`src/rtl/write_arb_pkg.sv`:
```
// Shared sizes and FSM state type for the register-file write-port arbiter.
package write_arb_pkg;

    localparam int NUM_REQ = 4;
    localparam int ADDR_W  = 3;
    localparam int PTR_W   = 2;

    typedef enum logic {
        IDLE  = 1'b0,
        WRITE = 1'b1
    } arb_state_e;

endpackage

```
`src/rtl/rr_priority_picker.sv`:
```
// Combinational round-robin picker: first set req bit searching from ptr upward, wrapping.
module rr_priority_picker
    import write_arb_pkg::*;
(
    input  logic [NUM_REQ-1:0] req,
    input  logic [PTR_W-1:0]   ptr,
    output logic               valid,
    output logic [PTR_W-1:0]   idx
);

    logic [PTR_W-1:0] cand;

    // Scan from the farthest offset down so the nearest hit to ptr is assigned last.
    always_comb begin
        valid = 1'b0;
        idx   = ptr;
        cand  = '0;
        for (int k = NUM_REQ - 1; k >= 0; k--) begin
            cand = ptr + PTR_W'(k);
            if (req[cand]) begin
                valid = 1'b1;
                idx   = cand;
            end
        end
    end

endmodule

```
`src/rtl/write_port_arbiter.sv`:
```
// Round-robin arbiter feeding one register-file write port; one write per two cycles.
// Optional WRITE_ARB_R0_PROTECT_EN: writes to address 0 are acked but never enabled.
module write_port_arbiter #(
    parameter int DATA_W  = 32,
    parameter int NUM_REQ = 4
) (
    input  logic                                  clk,
    input  logic                                  reset,
    input  logic [NUM_REQ-1:0]                    req,
    input  logic [NUM_REQ*write_arb_pkg::ADDR_W-1:0] req_addr,
    input  logic [NUM_REQ*DATA_W-1:0]             req_data,
    output logic [NUM_REQ-1:0]                    ack,
    output logic                                  we,
    output logic [write_arb_pkg::ADDR_W-1:0]      Addr,
    output logic [DATA_W-1:0]                     wData,
    output logic                                  busy
);

    localparam int AW = write_arb_pkg::ADDR_W;
    localparam int PW = write_arb_pkg::PTR_W;

    write_arb_pkg::arb_state_e state_q, state_d;
    logic [PW-1:0]     ptr_q, ptr_d;
    logic [PW-1:0]     grantee_q, grantee_d;
    logic [AW-1:0]     addr_q, addr_d;
    logic [DATA_W-1:0] data_q, data_d;

    logic              pick_valid;
    logic [PW-1:0]     pick_idx;

    rr_priority_picker u_picker (
        .req   (req),
        .ptr   (ptr_q),
        .valid (pick_valid),
        .idx   (pick_idx)
    );

    always_comb begin
        state_d   = state_q;
        ptr_d     = ptr_q;
        grantee_d = grantee_q;
        addr_d    = addr_q;
        data_d    = data_q;
        ack       = '0;
        we        = 1'b0;
        busy      = 1'b0;
        case (state_q)
            write_arb_pkg::IDLE: begin
                if (pick_valid) begin
                    state_d   = write_arb_pkg::WRITE;
                    grantee_d = pick_idx;
                    addr_d    = req_addr[pick_idx*AW +: AW];
                    data_d    = req_data[pick_idx*DATA_W +: DATA_W];
                end
            end
            write_arb_pkg::WRITE: begin
                busy    = 1'b1;
                state_d = write_arb_pkg::IDLE;
                ptr_d   = grantee_q + PW'(1);
                // A reset landing in this cycle aborts the write without acking it.
                if (!reset) begin
                    ack[grantee_q] = 1'b1;
`ifdef WRITE_ARB_R0_PROTECT_EN
                    we = (addr_q != '0);
`else
                    we = 1'b1;
`endif
                end
            end
            default: state_d = write_arb_pkg::IDLE;
        endcase
    end

    always_ff @(posedge clk) begin
        if (reset) begin
            state_q   <= write_arb_pkg::IDLE;
            ptr_q     <= '0;
            grantee_q <= '0;
            addr_q    <= '0;
            data_q    <= '0;
        end else begin
            state_q   <= state_d;
            ptr_q     <= ptr_d;
            grantee_q <= grantee_d;
            addr_q    <= addr_d;
            data_q    <= data_d;
        end
    end

    assign Addr  = addr_q;
    assign wData = data_q;

endmodule

```
`config.mk`:
```
export PLATFORM = sky130hd
export DESIGN_NAME = write_port_arbiter
export DESIGN_NICKNAME = d
export VERILOG_FILES = /design/src/rtl/write_arb_pkg.sv /design/src/rtl/rr_priority_picker.sv /design/src/rtl/write_port_arbiter.sv
export SDC_FILE = /design/constraint.sdc
export NUM_CORES = 1
export LEC_CHECK = 0
export ABC_AREA = 1
export CAP_MARGIN = 20
export CELL_PAD_IN_SITES_DETAIL_PLACEMENT = 1
export CELL_PAD_IN_SITES_GLOBAL_PLACEMENT = 1
export CORE_ASPECT_RATIO = 1.2
export CORE_MARGIN = 3
export CORE_UTILIZATION = 25
export DETAILED_ROUTE_END_ITERATION = 16
export GPL_TIMING_DRIVEN = 0
export PLACE_DENSITY = 0.88
export SYNTH_ARGS = -nofsm -noshare
export SYNTH_HDL_FRONTEND = slang
export SYNTH_SLANG_ARGS = --single-unit
```
`constraint.sdc`:
```
create_clock -name clk -period 4.59 [get_ports clk]
set_input_delay 0.918 -clock clk [delete_from_list [all_inputs] [get_ports clk]]
set_output_delay 0.918 -clock clk [all_outputs]
set_load 0.02 [all_outputs]
```
After elaboration in Yosys (flattened, before gate mapping). Cells that the tools add are included.

$add $sub $neg: 4. Multiply operators: 1. Order comparisons: 6. Shift operators: 2. Muxes and demuxes: 25. Bitwise operators: 1. Reductions and logical operators: 2.

Operator list (count): $shiftx A128 B8 Y32 (1); $lt A2 B3 Y1 const B (5); $mux W1 (13); $shiftx A12 B5 Y3 (1); $bmux W1 S2 (4); $mux W2 (4); $mux W4 (2); $add A2 B1 Y2 const B (2); $add A2 B2 Y2 const B (2); $mul A2 B2 Y4 const B (1); $demux W1 S2 (1); $ge A2 B1 Y1 const B (1); $pmux W1 S2 (1); $reduce_and A2 Y1 (1); $logic_and A1 B1 Y1 (1); $not A1 Y1 (1).

Bits in registers: 40. Input bits: 146. Output and inout port bits: 41.

Longest topological paths before layout. Gate-level depths: netlist (run 1).

Depth in word-level cells: 9. Depth in mapped cells: 17. Depth with buffers taken out: 15.

Cells and area by module. From an unflattened synthesis (run 1), not the netlist that was laid out.

Cells, all modules: 536. Area total of the unflattened synthesis: 3047.9 um^2.

By module, submodules not included: write_port_arbiter (instances 1, cells each 483, area each 2813.9 um^2, seq. area each 800.8 um^2); rr_priority_picker (instances 1, cells each 53, area each 234.0 um^2, seq. area each 0.0 um^2).

Least setup slack after synthesis (run 1). Ideal clock, no wire load.

Path type: input to output. Start: input reset. End: output ack[0]. Arrival time: 1.598 ns. Setup slack: 2.074 ns. Stages on the path: 4. Path buffers: 1. Path through: inv_1 -> clkbuf_1 -> nand2_1 -> nor2_1.

Word-level cells in the longest chain between the ends: 2.

RTL lines: start: declaration (line write_port_arbiter.sv:8) `input logic reset,`; $mux W4 (line write_port_arbiter.sv:61) `if (!reset) begin`; $mux W4 (line write_port_arbiter.sv:47) `case (state_q)`; end: declaration (line write_port_arbiter.sv:12) `output logic [NUM_REQ-1:0] ack,`.

Every way passes these cells.

Worst setup path after layout (run 1).
Start: input reset. End: output ack[3].

The elaborated chain is that of the path after synthesis.

==> flow_metrics.tcl, run 1 <==
set metrics [dict create \
    cp_max_fo 10 \
    holdWs_ns 0.510 \
    syn-num-nets 643 \
    start_util_pct 26.1 \
    setup_violations 0 \
    ff2ff_setup_slack_ns 2.35 \
    final_hold_viol_count 0 \
    crit_slowest_cell "clkdlybuf4s50_1" \
    clock_skew_ns 0.00438 \
    ys_seq_area_share_pct 27.3 \
    ys_types 21 \
    clk_latency_ns 0.29 \
    drt-vias-per-instance 4.74 \
    drc 0 \
    dr.first_iter.drc_count 130 \
    fin_nets 836 \
    core-area_sq_mm 0.0112 \
    syn_avg_cell_area_sq_um 5.95 \
    clk_pin_slew_worst_paths_ns 0.06 \
    leakagePower_uw 0.00224 \
    netlist_instances 493 \
    cp-startpoint "reset" \
    cp.arrival_ns 2.88 \
    fin_setup_tns_ns 0 \
    htreeDepth 2 \
    crit_required_ns 3.67 \
    hold_class "flip-flop to flip-flop" \
    endpoint_kind "output pin" \
    n_fill_cell 1493 \
    portBuffers 186 \
    r2r_end "wData[4]" \
    grt_pass1_wl_mm 21.1 \
    max_freq_ghz 0.263 \
    overflow 0 \
    ir_drop_mv 0.171 \
    finalCriticalPeriod_ns 3.80 \
    ys_ff_latch 40 \
    die_y_um 125 \
    cts_tree "done" \
    max_stage_delay_ns 0.63 \
    ctsResizeCount 0 \
    gp_congestion 0.868 \
    path_class "input pin to output pin" \
    cts_hold_buf 0 \
    syn_area_sq_mm 0.00293 \
    chipWidth_um 105 \
    worstReg2RegStart "ptr_q[0]" \
    area_growth_syn_to_layout_pct 75.0 \
    final_util_pct 45.6 \
    startpoint_type "input pin" \
    diodes 0 \
    tightest_slew_ns 0.521 \
    finalCritPeriodShare_pct 82.8 \
    synth_warnings 0 \
    ant_nets 0 \
    wl_mm 13.2 \
    grtUsageTotal_pct 19.7 \
    cts_buffers 5 \
    regArea_sq_um 801 \
    max_slew_margin_pct 65.3 \
    grt_max_degree 12 \
    slew_viol_final 0 \
    drive_gt1_share_pct 6.11 \
    place_area_sq_mm 0.00499 \
    critical_path.cell_chain "clkdlybuf4s50_1 -> inv_1 -> clkbuf_1 -> nand2_1 -> nor2_1 -> clkdlybuf4s50_1" \
    clockBufferDepth 2 \
    clockRootBuffer "clkbuf_16" \
    clkSinkCount 40 \
    io_pins 187 \
    multi_input_area_sq_mm 0.00181 \
    fp-row-count 42 \
    stdcell_area_sq_mm 0.00513 \
    die_area_sq_mm 0.0131 \
    postCtsSetupRepairBufs 0 \
    dpl.hpwl_mm 10.6 \
    grt_pass1_vias 4253 \
    grt_antenna_before_repair 0 \
    rsz0062_at_grt "no" \
    r2r_cells 15 \
    finalPower_uw 2610 \
    max_cap_viol_count 0 \
    endpoint "ack[3]" \
    p_per_area_mw_per_mm2 509 \
    wl_per_cell_um 15.6 \
    vias 3985 \
    dr.pass1.iters 4 \
    outcome "finished clean" \
    crit_path_frequent_cell "clkdlybuf4s50_1" \
]
==> flip-flops by register name, indices dropped and copies added (netlist names) <==
| name | cells |
|---|---|
| wData | 32 |
| Addr | 3 |
| grantee_q | 2 |
| ptr_q | 2 |
| state_q | 1 |
==> logic make-up (layout without fill, tap and decap cells) <==
logic type                 Yosys count  count (layout)  share of synthesized area, %
adders and majority gates            4               4                          1.71
AOI/OAI and AO/OA                   60              60                          12.4
DFF                                 40              40                          27.3
and+or+nand+nor                    317             317                          47.7
buffers and inverters               72             266                          10.9
==> placed cells by master, fill, tap and decap left out, drive strengths merged <==
master           n
dfxtp           40
a21oi           20
clkdlybuf4s50  186
o21ai           19
a211oi           1
nand2          162
nor2            48
buf             21
clkbuf          21
nand4            1
o21a            20
nand3           86
ha               4
inv             38
nor3b           20
==> metal layers <==
metal	vias to the layer above	global-route usage, %	wire (um)
met2	144	36.9	6870
met1	1857	21.7	5180
met4	0	5.10	222
met3	15	5.24	885
met5	-	0	0
li1	1969	-	-
==> cell type report <==
cell class	instances	area share, %
timing repair buffer	186	36.3
tap	154	3.75
buffer	34	3.39
inverter	38	2.83
clock buffer	8	2.85
multi-input combinational	381	35.3
sequential	40	15.6
==> metrics by stage <==
stage          setup WS, ns  std cells
2_1_floorplan          2.07        493
3_3_place_gp          0.890        833
3_5_place_dp          0.802        833
4_1_cts               0.772        841
5_1_grt               0.636        841
6_report              0.792        841
==> synth_stat cells <==
| master | instances | area (sq um) |
|---|---|---|
| o21ai_0 | 19 | 95.1 |
| inv_4 | 1 | 6.26 |
| a21oi_1 | 19 | 95.1 |
| nor2_2 | 1 | 6.26 |
| ha_1 | 4 | 50.1 |
| inv_1 | 32 | 120 |
| nand2_1 | 156 | 586 |
| a21oi_4 | 1 | 16.3 |
| nand3_1 | 86 | 430 |
| buf_2 | 16 | 80.1 |
| inv_2 | 5 | 18.8 |
| o21a_1 | 20 | 150 |
| nand4_2 | 1 | 12.5 |
| nand2_2 | 6 | 37.5 |
| buf_4 | 3 | 22.5 |
| nor2_1 | 47 | 176 |
| a211oi_1 | 1 | 7.51 |
| buf_6 | 2 | 22.5 |
| nor3b_1 | 20 | 150 |
| dfxtp_1 | 40 | 801 |
| clkbuf_1 | 13 | 48.8 |
==> worst min-delay path by stage <==
| stage | slack (ns) | from | to | cells past startpoint |
|---|---|---|---|---|
| 2_1_floorplan | 0.45 | grantee_q[0] | ptr_q[0] | 1 |
| 4_1_cts | 0.51 | grantee_q[0] | ptr_q[0] | 1 |
| 3_5_place_dp | 0.50 | grantee_q[0] | ptr_q[0] | 1 |
| 6_report | 0.51 | grantee_q[0] | ptr_q[0] | 1 |
| 5_1_grt | 0.54 | grantee_q[0] | ptr_q[0] | 1 |
| 3_3_place_gp | 0.47 | grantee_q[0] | ptr_q[0] | 1 |
==> critical path: cells and delay by family <==
family        cells  cell delay (ns)
buf+inv           4             1.70
simple gates      2             0.26
==> where the power goes <==
part	internal, uW	switching [uW]	leakage (uW)
registers	484	85.3	0.000333
clock network	217	143	0.0000712
logic	689	996	0.00184
(Power assumes the default switching activity.)
==> run 2: changes to the inputs <==
- CORE_UTILIZATION: 25 -> 23
- PLACE_DENSITY: 0.88 -> 0.82
- clock period: 4.59 -> 4 ns (I/O delays scaled with it)
==> run 2 against run 1 <==
  * Die area is 8.2% higher
  * Non-clock buffer count unchanged
  * Cell area grew 0.29%
  * First-iteration DRC count unchanged
  * Cell count grew 0.71%
  * Global-route usage decreased by 1.3 points
  * Worst hold slack about the same
  * Register-to-register slack lost 0.55 ns
  * Largest power group unchanged
  * Highest routed layer unchanged
==> flow_metrics.tcl, run 2 (synthesis gave the netlist of run 1 again) <==
set metrics [dict create \
    die_y_um 130 \
    dr.pass1.iters 4 \
    cts_tree "done" \
    cp_max_fo 10 \
    fp-row-count 44 \
    gp_congestion 0.820 \
    worst_slack_ns 0.502 \
    crit_path_frequent_cell "clkdlybuf4s50_1" \
    outcome "finished clean" \
    hold_class "flip-flop to flip-flop" \
    endpoint_kind "output pin" \
    r2r_end "wData[4]" \
    worstReg2RegStart "ptr_q[0]" \
    drc 0 \
    dpl.hpwl_mm 10.9 \
    r2r_cells 14 \
    largest_register_ffs 32 \
    final_cell_mix "clkdlybuf4s50_1, nand2_1, nand3_1" \
    crit_family "buffers and inverters" \
    final_common_cell "clkdlybuf4s50_1" \
    finalCriticalPeriod_ns 3.50 \
    regArea_sq_um 801 \
    ant_nets 0 \
    overflow 0 \
    cts_buffers 5 \
    io_pins 187 \
    leakagePower_uw 0.00225 \
    vias 3955 \
    core-area_sq_mm 0.0123 \
    grt_antenna_before_repair 0 \
    wl_per_cell_um 15.6 \
    start_util_pct 23.9 \
    clk_pin_slew_worst_paths_ns 0.06 \
    grt_pass1_wl_mm 20.5 \
    cp.arrival_ns 2.70 \
    critPathBufInv 4 \
    drt-vias-per-instance 4.67 \
    rsz0062_at_grt "no" \
    htreeDepth 2 \
    pre_cts_slack_ns 0.471 \
    startpoint_type "input pin" \
    max_stage_delay_ns 0.62 \
    critical_path.cell_chain "clkdlybuf4s50_1 -> inv_1 -> clkbuf_1 -> nand2_1 -> nor2_1 -> clkdlybuf4s50_1" \
    slew_viol_final 0 \
    max_freq_ghz 0.286 \
    ff2ff_setup_slack_ns 1.80 \
    clock_skew_ns 0.00241 \
    clockBufferDepth 2 \
    p_per_area_mw_per_mm2 584 \
    min_from "grantee_q[0]" \
    whs_path_depth 1 \
    clockRootBuffer "clkbuf_16" \
    finalPower_uw 3010 \
    finalCritPeriodShare_pct 87.4 \
    crit_required_ns 3.20 \
    chipWidth_um 109 \
    fin_nets 836 \
    setup_violations 0 \
    path_class "input pin to output pin" \
    n_fill_cell 1562 \
    tightest_slew_ns 0.511 \
    final_hold_viol_count 0 \
    min_to "ptr_q[0]" \
    die_area_sq_mm 0.0141 \
    diodes 0 \
    postCtsSetupRepairBufs 0 \
    dr.first_iter.drc_count 130 \
    wl_mm 13.2 \
    fin_setup_tns_ns 0 \
    crit_slowest_cell "clkdlybuf4s50_1" \
    portBuffers 186 \
    drive_gt1_share_pct 6.27 \
    clkSinkCount 40 \
    grt_pass1_vias 4270 \
    multi_input_area_sq_mm 0.00181 \
    ir_drop_mv 0.216 \
    cts_hold_buf 0 \
    final_util_pct 41.9 \
    clk_latency_ns 0.28 \
    max_slew_margin_pct 65.9 \
    grt_max_degree 12 \
    ctsResizeCount 0 \
    area_growth_syn_to_layout_pct 75.6 \
    max_cap_viol_count 0 \
    grtUsageTotal_pct 18.4 \
]
[run 2: cell types whose count changed in the layout (fill, tap and decap cells not counted)]
cell,previous run,this run
clkbuf_8,1,2
clkbuf_1,15,13
[run 2: per-layer routing]
metal | global-route usage [%] | wire length, um
met1 | 18.9 | 4960
met5 | 0 | 0
met3 | 5.69 | 1090
met2 | 35.5 | 6940
met4 | 5.05 | 236
[run 2: metrics by stage]
stage               hold WS (ns)  instances  instance area (sq um)
floorplan                  0.454        493                   2930
global placement           0.470        840                   5000
detailed placement         0.503        840                   5000
CTS                        0.517        847                   5150
global route               0.570        847                   5150
finish                     0.510        847                   5150
[run 2: worst max path at each step]
| stage | from | endpoint | slack, ns | cells past startpoint |
|---|---|---|---|---|
| global placement | reset | ack[0] | 0.51 | 6 |
| floorplan | reset | ack[0] | 1.72 | 4 |
| finish | reset | ack[2] | 0.50 | 6 |
| detailed placement | reset | ack[2] | 0.47 | 6 |
| global route | reset | ack[2] | 0.34 | 6 |
| CTS | reset | ack[2] | 0.46 | 6 |
[run 2: layout make-up]
| class | count | share of cell area [%] |
|---|---|---|
| well taps | 161 | 3.91 |
| flip-flops and latches | 40 | 15.6 |
| inverters | 38 | 2.82 |
| repair buffers | 186 | 36.2 |
| plain buffers | 34 | 3.38 |
| clock buffers | 7 | 2.96 |
| multi-input cells | 381 | 35.2 |
[run 2: power by group]
part / switching [uW] / internal [uW] / leakage, uW
logic: 1150 / 791 / 0.00184
clock network: 160 / 262 / 0.0000760
registers: 86.8 / 555 / 0.000333
==> run 3: changes to the inputs <==
- CORE_ASPECT_RATIO: 1.2 -> 0.5
==> run 3 against run 2 <==
  * Sequential power is 0.8% higher
  * Clock-buffer cell count is 1 lower
  * Clock skew is 0.00080 ns higher
  * Via count is 0.13% lower
  * Total power is 1.8% higher
  * Die area is 0.54% higher
  * Clock power is 8.1% higher
  * Largest cell class unchanged
==> flow_metrics.tcl, run 3 (synthesis gave the netlist of run 1 again) <==
set metrics [dict create \
    p_int_uw 1640 \
    gp_congestion 0.866 \
    p_sw_share_pct 46.4 \
    drt-vias-per-instance 4.64 \
    path_class "input pin to output pin" \
    seq_power_share_pct 21.1 \
    fin_setup_tns_ns 0 \
    ctsResizeCount 0 \
    clockBufferDepth 2 \
    max_cap_viol_count 0 \
    fp-row-count 28 \
    wl_mm 13.7 \
    grt_antenna_before_repair 0 \
    dr.pass1.iters 6 \
    cts_tree "done" \
    die_area_sq_mm 0.0142 \
    vias 3950 \
    htreeDepth 2 \
    grt_pass1_vias 4210 \
    grt_max_degree 13 \
    dpl.hpwl_mm 11.1 \
    final_hold_viol_count 0 \
    max_stage_delay_ns 0.61 \
    slew_viol_final 0 \
    finalPower_uw 3060 \
    rsz0062_at_grt "no" \
    comb_power_share_pct 64.0 \
    p_per_area_mw_per_mm2 592 \
    wl_per_cell_um 16.0 \
    tightest_slew_ns 0.535 \
    hold_class "flip-flop to flip-flop" \
    crit_family "buffers and inverters" \
    layoutNonFillerInstCount 852 \
    max_slew_margin_pct 64.3 \
    cts_buffers 5 \
    postCtsSetupRepairBufs 0 \
    dpl.cell_count 844 \
    die_y_um 85.9 \
    cp-startpoint "reset" \
    outcome "finished clean" \
    overflow 0 \
    grt_pass1_wl_mm 21.9 \
    critical_path.cell_chain "clkdlybuf4s50_1 -> inv_1 -> clkbuf_1 -> nand2_1 -> nor2_1 -> clkdlybuf4s50_1" \
    setup_violations 0 \
    grtUsageTotal_pct 18.9 \
    r2r_cells 13 \
    largest_register_ffs 32 \
    area_growth_syn_to_layout_pct 76.1 \
    min_to "ptr_q[0]" \
    portBuffers 186 \
    endpoint_kind "output pin" \
    cp_max_fo 10 \
    p_sw_uw 1420 \
    whs_path_depth 1 \
    max_freq_ghz 0.284 \
    ir_drop_mv 0.277 \
    start_util_pct 24.2 \
    drive_gt1_share_pct 6.26 \
    clockRootBuffer "clkbuf_16" \
    cp.arrival_ns 2.72 \
    startpoint_type "input pin" \
    r2r_end "Addr[1]" \
    pre_cts_slack_ns 0.470 \
    crit_required_ns 3.20 \
    clk_latency_ns 0.29 \
    clockPowerShare_pct 14.9 \
    finalCritPeriodShare_pct 88.1 \
    dr.first_iter.drc_count 124 \
    final_cell_mix "clkdlybuf4s50_1, nand2_1, nand3_1" \
    ant_nets 0 \
    diodes 0 \
    clock_skew_ns 0.00321 \
    cts_hold_buf 0 \
    crit_path_frequent_cell "clkdlybuf4s50_1" \
    io_pins 187 \
    crit_slowest_cell "clkdlybuf4s50_1" \
    core-area_sq_mm 0.0121 \
    clkSinkCount 40 \
    drc 0 \
    final_common_cell "clkdlybuf4s50_1" \
    ff2ff_setup_slack_ns 1.85 \
    critPathBufInv 4 \
    worst_slack_ns 0.475 \
    leakagePower_uw 0.00225 \
    min_from "grantee_q[0]" \
    fin_nets 836 \
    chipWidth_um 166 \
    clk_pin_slew_worst_paths_ns 0.06 \
    finalCriticalPeriod_ns 3.52 \
    worstReg2RegStart "ptr_q[0]" \
]
## run 3: layout make-up
type	count	area (sq um)
Inverter	38	145
Clock inverter	2	35.0
Fill cell	1604	6960
Tap cell	165	206
Buffer	34	174
Timing Repair Buffer	186	1860
Multi-Input combinational cell	381	1810
Sequential cell	40	801
Clock buffer	6	129
## run 3: per-layer routing
layer	vias up	share of wire (%)	GRT usage, %
met4	0	2.1	4.98
met3	22	4.3	3.82
met2	80	53	36.0
met5	-	0	0
li1	1970	-	-
met1	1878	41	22.0
## run 3: worst max path at each step
stage	to	slack, ns	depth (start not counted)
after floorplan	ack[0]	1.72	4
after global placement	ack[0]	0.53	6
after detailed placement	ack[1]	0.47	6
after CTS	ack[1]	0.46	6
after global routing	ack[3]	0.33	6
final	ack[1]	0.48	6
## run 3: worst register-to-register path, cell delays in order, from the launching register on
cell and delay, ns:
dfxtp_1 0.30, buf_6 0.13, inv_4 0.09, nand2_1 0.08, nand3_1 0.12, nand2_1 0.08, inv_2 0.10, nand4_2 0.16
nand2_2 0.15, buf_6 0.15, buf_2 0.26, nor2_1 0.08, nor3b_1 0.25, nor2_1 0.08
## run 3: power by group through the flow
stage	clock, uW	combinational [uW]	sequential [uW]
after floorplan	0	972	813
after global placement	0	1930	641
after global routing	487	2170	666
final	456	1960	646
after CTS	469	1980	647
after detailed placement	0	1970	651
## run 3: through the flow
step	util [%]	instance area, sq um	hold WS (ns)
after floorplan	-	2930	0.454
after global placement	41.3	5000	0.475
after detailed placement	41.3	5000	0.496
after CTS	42.6	5160	0.508
after global routing	42.6	5160	0.525
final	42.6	5160	0.497
